--- src/rtl/uart_rx.sv ---
// rtl/uart_rx.sv - 8N1 serial receiver (MSB first) with a one-entry valid/ready holding register.
// Optional UART_RX_SYNC_EN adds a 2-flop input synchroniser on rx.
module uart_rx #(
    parameter int CLKS_PER_BIT = 1
) (
    input  logic       CLK,
    input  logic       RESET,
    input  logic       rx,
    output logic [7:0] data,
    output logic       valid,
    input  logic       ready,
    output logic       frame_err,
    output logic       overrun
);

    localparam int CW = $clog2(CLKS_PER_BIT + 1);
    localparam logic [CW-1:0] HALF = CW'(CLKS_PER_BIT / 2);
    localparam logic [CW-1:0] LAST = CW'(CLKS_PER_BIT - 1);

    typedef enum logic [2:0] {
        IDLE,
        START,
        DATA,
        STOP,
        BREAK
    } state_t;

    state_t          state;
    logic [CW-1:0]   clk_cnt;
    logic [2:0]      bit_cnt;
    logic [7:0]      shreg;
    logic            rx_s;
    logic            deliver;

`ifdef UART_RX_SYNC_EN
    logic [1:0] sync;

    // Reset to the idle level so a reset never looks like a start bit.
    always_ff @(posedge CLK) begin
        if (RESET) begin
            sync <= 2'b11;
        end else begin
            sync <= {sync[0], rx};
        end
    end

    assign rx_s = sync[1];
`else
    assign rx_s = rx;
`endif

    assign deliver = (state == STOP) && (clk_cnt == LAST) && rx_s;

    always_ff @(posedge CLK) begin
        if (RESET) begin
            state     <= IDLE;
            clk_cnt   <= '0;
            bit_cnt   <= 3'd0;
            shreg     <= 8'h00;
            data      <= 8'h00;
            valid     <= 1'b0;
            frame_err <= 1'b0;
            overrun   <= 1'b0;
        end else begin
            frame_err <= 1'b0;
            overrun   <= 1'b0;

            case (state)
                IDLE: begin
                    if (!rx_s) begin
                        clk_cnt <= '0;
                        // A one-clock bit has no midpoint to wait for.
                        if (HALF == '0) begin
                            state   <= DATA;
                            bit_cnt <= 3'd7;
                        end else begin
                            state <= START;
                        end
                    end
                end
                START: begin
                    if (clk_cnt == HALF) begin
                        clk_cnt <= '0;
                        if (rx_s) begin
                            state <= IDLE;
                        end else begin
                            state   <= DATA;
                            bit_cnt <= 3'd7;
                        end
                    end else begin
                        clk_cnt <= clk_cnt + 1'b1;
                    end
                end
                DATA: begin
                    if (clk_cnt == LAST) begin
                        clk_cnt <= '0;
                        shreg   <= {shreg[6:0], rx_s};
                        if (bit_cnt == 3'd0) begin
                            state <= STOP;
                        end else begin
                            bit_cnt <= bit_cnt - 3'd1;
                        end
                    end else begin
                        clk_cnt <= clk_cnt + 1'b1;
                    end
                end
                STOP: begin
                    if (clk_cnt == LAST) begin
                        clk_cnt <= '0;
                        if (rx_s) begin
                            state <= IDLE;
                        end else begin
                            frame_err <= 1'b1;
                            state     <= BREAK;
                        end
                    end else begin
                        clk_cnt <= clk_cnt + 1'b1;
                    end
                end
                BREAK: begin
                    if (rx_s) begin
                        state <= IDLE;
                    end
                end
                default: state <= IDLE;
            endcase

            // A pop in the same cycle frees the slot for the arriving byte.
            if (deliver) begin
                if (!valid || ready) begin
                    data  <= shreg;
                    valid <= 1'b1;
                end else begin
                    overrun <= 1'b1;
                end
            end else if (valid && ready) begin
                valid <= 1'b0;
            end
        end
    end

endmodule
--- config.mk ---
export PLATFORM = sky130hd
export DESIGN_NAME = uart_rx
export DESIGN_NICKNAME = d
export VERILOG_FILES = /design/src/rtl/uart_rx.sv
export SDC_FILE = /design/constraint.sdc
export NUM_CORES = 1
export LEC_CHECK = 0
export BUFFER_PORTS_ARGS = -buffer_cell sky130_fd_sc_hd__buf_2
export CAP_MARGIN = 10
export CORE_UTILIZATION = 35
export DETAILED_ROUTE_END_ITERATION = 12
export PLACE_DENSITY_LB_ADDON = 0.25
export SYNTH_ARGS = -nofsm -noshare
export SYNTH_HDL_FRONTEND = slang
export SYNTH_SLANG_ARGS = --single-unit
--- constraint.sdc ---
create_clock -name CLK -period 1.7 [get_ports CLK]
set_clock_uncertainty 0.05 [all_clocks]
set_input_delay 0.255 -clock CLK [delete_from_list [all_inputs] [get_ports CLK]]
set_output_delay 0.255 -clock CLK [all_outputs]
set_load 0.02 [all_outputs]
# == Word level (Yosys, flattened, before mapping) ==
# Cells that the tools add are included.
# classes
n_div,0
reduce_logical,19
order_cmp,0
bitwise_logic,3
shifts,0
mux,22
eq_ne,12
addsub,2
multipliers,0
# ops
cell,n
$mux W3,11
$pmux W3 S5,1
$ne A2 B2 Y1 const B,7
$pmux W3 S3,1
$reduce_and A2 Y1,4
$mux W1,7
$eq A3 B2 Y1 const B,2
$logic_not A3 Y1,2
$reduce_and A6 Y1,1
$reduce_or A3 Y1,2
$reduce_and A4 Y1,1
$reduce_bool A2 Y1,2
$eq A3 B1 Y1 const B,1
$eq A3 B3 Y1 const B,1
$logic_and A1 B1 Y1,3
$not A1 Y1,3
$reduce_bool A3 Y1,1
$sub A3 B1 Y3 const B,1
$mux W2,1
$ne A2 B1 Y1 const B,1
$pmux W1 S2,1
$reduce_or A2 Y1,1
$add A1 B1 Y1 const B,1
$logic_not A1 Y1,1
$logic_or A1 B1 Y1,1
# totals
rom_bits,0
latchBits,0
mem_count,0
register_bits,26
elab_cells,66
output_inout_bits,11
inputBits,4
mem_bits_rw,0

# == Depth between registers and ports, before layout ==
# depth
word_depth,5
ltp_mapped,5

# == Least setup slack after synthesis ==
# OpenSTA, ideal clock, no wires.
# synth_path
path_type,register -> register
from,register state[2]
to,register shreg[0]
n_path_buf,2
stages_incl_launch_ff,6
arrival_time_ps,1033
setup_slack_ps,498
t_required_ps,1530
cell_sequence,dfxtp_1 buf_6 or3b_1 buf_6 nand2_1 a21oi_1
# synth_via
elab_chain_cells,2
# synth_rtl
item,line,text
start: declaration,28,state_t state;
start signal: assignment,56,state <= IDLE;
start signal: assignment,74,state <= DATA;
start signal: assignment,77,state <= START;
$eq A3 B2 Y1,68,case (state)
$reduce_and A2 Y1 (no source line),--,
end signal: assignment,97,"shreg <= {shreg[6:0], rx_s};"
end: declaration,31,logic [7:0] shreg;
# No other way between the ends.
# A chain may end at the register's enable or synchronous reset.

# == Worst setup path in the final report ==
# layout_path
from,register state[1]
to,register shreg[2]
# Same word-level chain as after synthesis.

==> impl_metrics.yaml <==
global_routing:
  grt_max_degree: 35
  track_usage: 0.1144
  grt_pass1_vias: 644
  grt_antenna_before_repair: 0
  grt_pass1_wl_mm: 2.904
  grt_overflow_total: 0
run:
  timing.max_cap.violations: 0
clocking:
  clk_pin_slew_ns: 0.14
  cts_tree: "yes"
  clock-sinks: 25
  max-clock-path-buffers: 2
  ctsHoldBuffers: 0
  htree_levels: 1
  root_buffer: "clkbuf_4"
  clock_latency_ns: 0.31
  numCtsBuffers: 3
  ctsResizeCount: 0
  post-cts-setup-buffers: 0
synth:
  ys_ff_latch: 25
  synth_cell_types: 27
  syn_inst: 115
  ys_seq_area_frac: 0.4635
  mappedNetlistArea_um2: 1080
  synth_area_per_cell_um2: 9.389
  syn_nets: 121
  yosys_warnings: 0
route:
  vias_per_cell: 4.842
  vias: 765
  drt_first_pass_iters: 8
  post_drt_wl_per_cell_um: 10.57
  drtAntennaViolNets: 0
  drt-total-wl_mm: 1.670
  first_iter_violations: 33
  route.detailed.drc: 2
placed_design:
  post_dp_cell_area_um2: 1147
  port_buffers: 14
  hpwlAfterDp_mm: 1.158
  gp_congestion: 0.7427
floorplanning:
  initial_core_util: 0.3817
  die_y_um: 57.55
  die_width_um: 57.55
  row_count: 19
  core_area_um2: 2829
  die_area_um2: 3311
  pin_count: 15
sta:
  clock.fmax_ghz: 0.7230
  timing.final.crit_share: 0.8136
  min_period_ns: 1.383
  setup_tns_ns: 0
  hold_slack_ns: 0.1294
  worst_pin_slew_ns: 0.5257
  finalSetupViolCount: 0
  slew_violations: 0
  grt_setup_unrepaired: "false"
  max_slew_margin: 0.6495
  final_hold_viol_count: 0
power_and_ir_drop:
  peakVddDrop_v: 0.0004527
  leakagePower_nw: 0.4369
  p_per_area_nw_per_um2: 856.9
cells_and_area:
  finalInstanceArea_um2: 1177
  layout-drive-gt1-share: 0.1732
  antenna_cells: 0
  syn_to_final_growth_pct: 9.038
  final_nets: 134
worst_setup_path:
  r2r_setup_slack_ns: 0.32
  startpoint: "state[1]$_SDFFE_PP0P_"
  cp.arrival_ns: 1.53
  startpoint_type: "flip-flop"
  cp-endpoint: "shreg[2]$_SDFFE_PP0N_"
  worstPathMaxFanout: 10
  cp.required_ns: 1.85
  r2r-start: "state[1]$_SDFFE_PP0P_"
  critical_path_class: "flip-flop to flip-flop"
  critPathCaptureType: "flip-flop"
  worst_r2r_path_depth: 3
  r2r-end: "shreg[2]$_SDFFE_PP0N_"
outcome:
  violations: "DRC"
  status: "complete, but fails checks"
hold_path:
  hp-class: "primary input to flip-flop"
[state kept, by name, indices dropped and copies added, names as in the netlist]
| register | cells |
|---|---|
| state | 3 |
| valid | 1 |
| overrun | 1 |
| frame_err | 1 |
| bit_cnt | 3 |
| data | 8 |
| shreg | 8 |
[cell families after synthesis]
family          synth area share
flops                     0.4635
simple gates              0.2630
compound gates            0.1136
buf+inv                  0.06256
fa+ha+maj                0.02317
mux                      0.07416
[synth_stat cells]
library cell | n | share of area
dfxtp_1 | 25 | 0.46
nand2b_1 | 18 | 0.10
nand2_1 | 17 | 0.059
a21oi_1 | 10 | 0.046
mux2i_1 | 8 | 0.074
a211oi_1 | 3 | 0.021
buf_2 | 3 | 0.014
inv_1 | 3 | 0.010
nor2_1 | 3 | 0.010
nor2b_1 | 3 | 0.017
nor3_1 | 3 | 0.014
buf_4 | 2 | 0.014
buf_6 | 2 | 0.021
ha_1 | 2 | 0.023
a2111oi_0 | 1 | 0.0081
a211o_1 | 1 | 0.0081
a21o_1 | 1 | 0.0070
a311oi_1 | 1 | 0.0081
and3b_1 | 1 | 0.0081
clkbuf_1 | 1 | 0.0035
nand3b_1 | 1 | 0.0070
nand4b_1 | 1 | 0.0081
nor3_4 | 1 | 0.015
nor3b_2 | 1 | 0.012
o21a_1 | 1 | 0.0070
o41ai_1 | 1 | 0.0081
or3b_1 | 1 | 0.0081
[power breakdown]
group	switching, mW	total [mW]	internal (mW)
Clock	0.175	0.265	0.0899
Combinational	0.0711	0.122	0.0504
Sequential	0.0171	0.623	0.605
[placed cells by master (no fill, tap or decap), types with 2 or more instances in the layout]
cell type   n
dfxtp_1    25
nand2b_1   18
nand2_1    17
buf_2      14
a21oi_1    10
mux2i_1     8
inv_1       3
nor3_1      3
a211oi_1    3
nor2b_1     3
nor2_1      3
clkbuf_4    3
ha_1        2
buf_4       2
[per-stage QoR]
stage | power (mW) | instances | utilization | setup WS, ns
detailed placement | 0.7586 | 154 | 0.4056 | 0.3153
floorplan | 0.7383 | 115 | - | 0.4976
global route | 1.079 | 158 | 0.4162 | 0.2297
CTS | 1.029 | 158 | 0.4162 | 0.3140
finish | 1.009 | 158 | 0.4162 | 0.3169
global placement | 0.7550 | 154 | 0.4056 | 0.3590
[worst min path at each step]
stage                     cells past startpoint  slack [ns]               startpoint                      end
after floorplan                               1        0.28                       rx    state[2]$_SDFFE_PP0P_
after global placement                        1        0.39  bit_cnt[0]$_SDFFE_PP0P_  bit_cnt[0]$_SDFFE_PP0P_
after detailed placement                      1        0.39  bit_cnt[0]$_SDFFE_PP0P_  bit_cnt[0]$_SDFFE_PP0P_
after CTS                                     2        0.11                       rx    state[2]$_SDFFE_PP0P_
after global routing                          2        0.11                       rx     frame_err$_SDFF_PP0_
final                                         2        0.13                       rx    state[2]$_SDFFE_PP0P_
[final cells by class]
cell class | instances | area [µm²]
fill | 274 | 1652
multi-input combinational | 79 | 511.7
sequential | 25 | 500.5
timing repair buffer | 16 | 85.08
tap | 31 | 38.79
clock buffer | 3 | 22.52
inverter | 3 | 11.26
clock inverter | 1 | 7.507
[metal layers]
metal | vias to the layer above | share of wire | GRT usage
met4 | 0 | 0.010 | 0.05226
met2 | 14 | 0.43 | 0.1628
li1 | 412 | - | -
met3 | 2 | 0.041 | 0.04082
met5 | - | 0 | 0
met1 | 337 | 0.52 | 0.1543
[worst max-delay path: stages, from the launching register on]
cell     delay, ns
dfxtp_1       0.49
or3b_1        0.53
nand2_1       0.13
a21oi_1       0.07
Power figures use the tool's default switching activity.
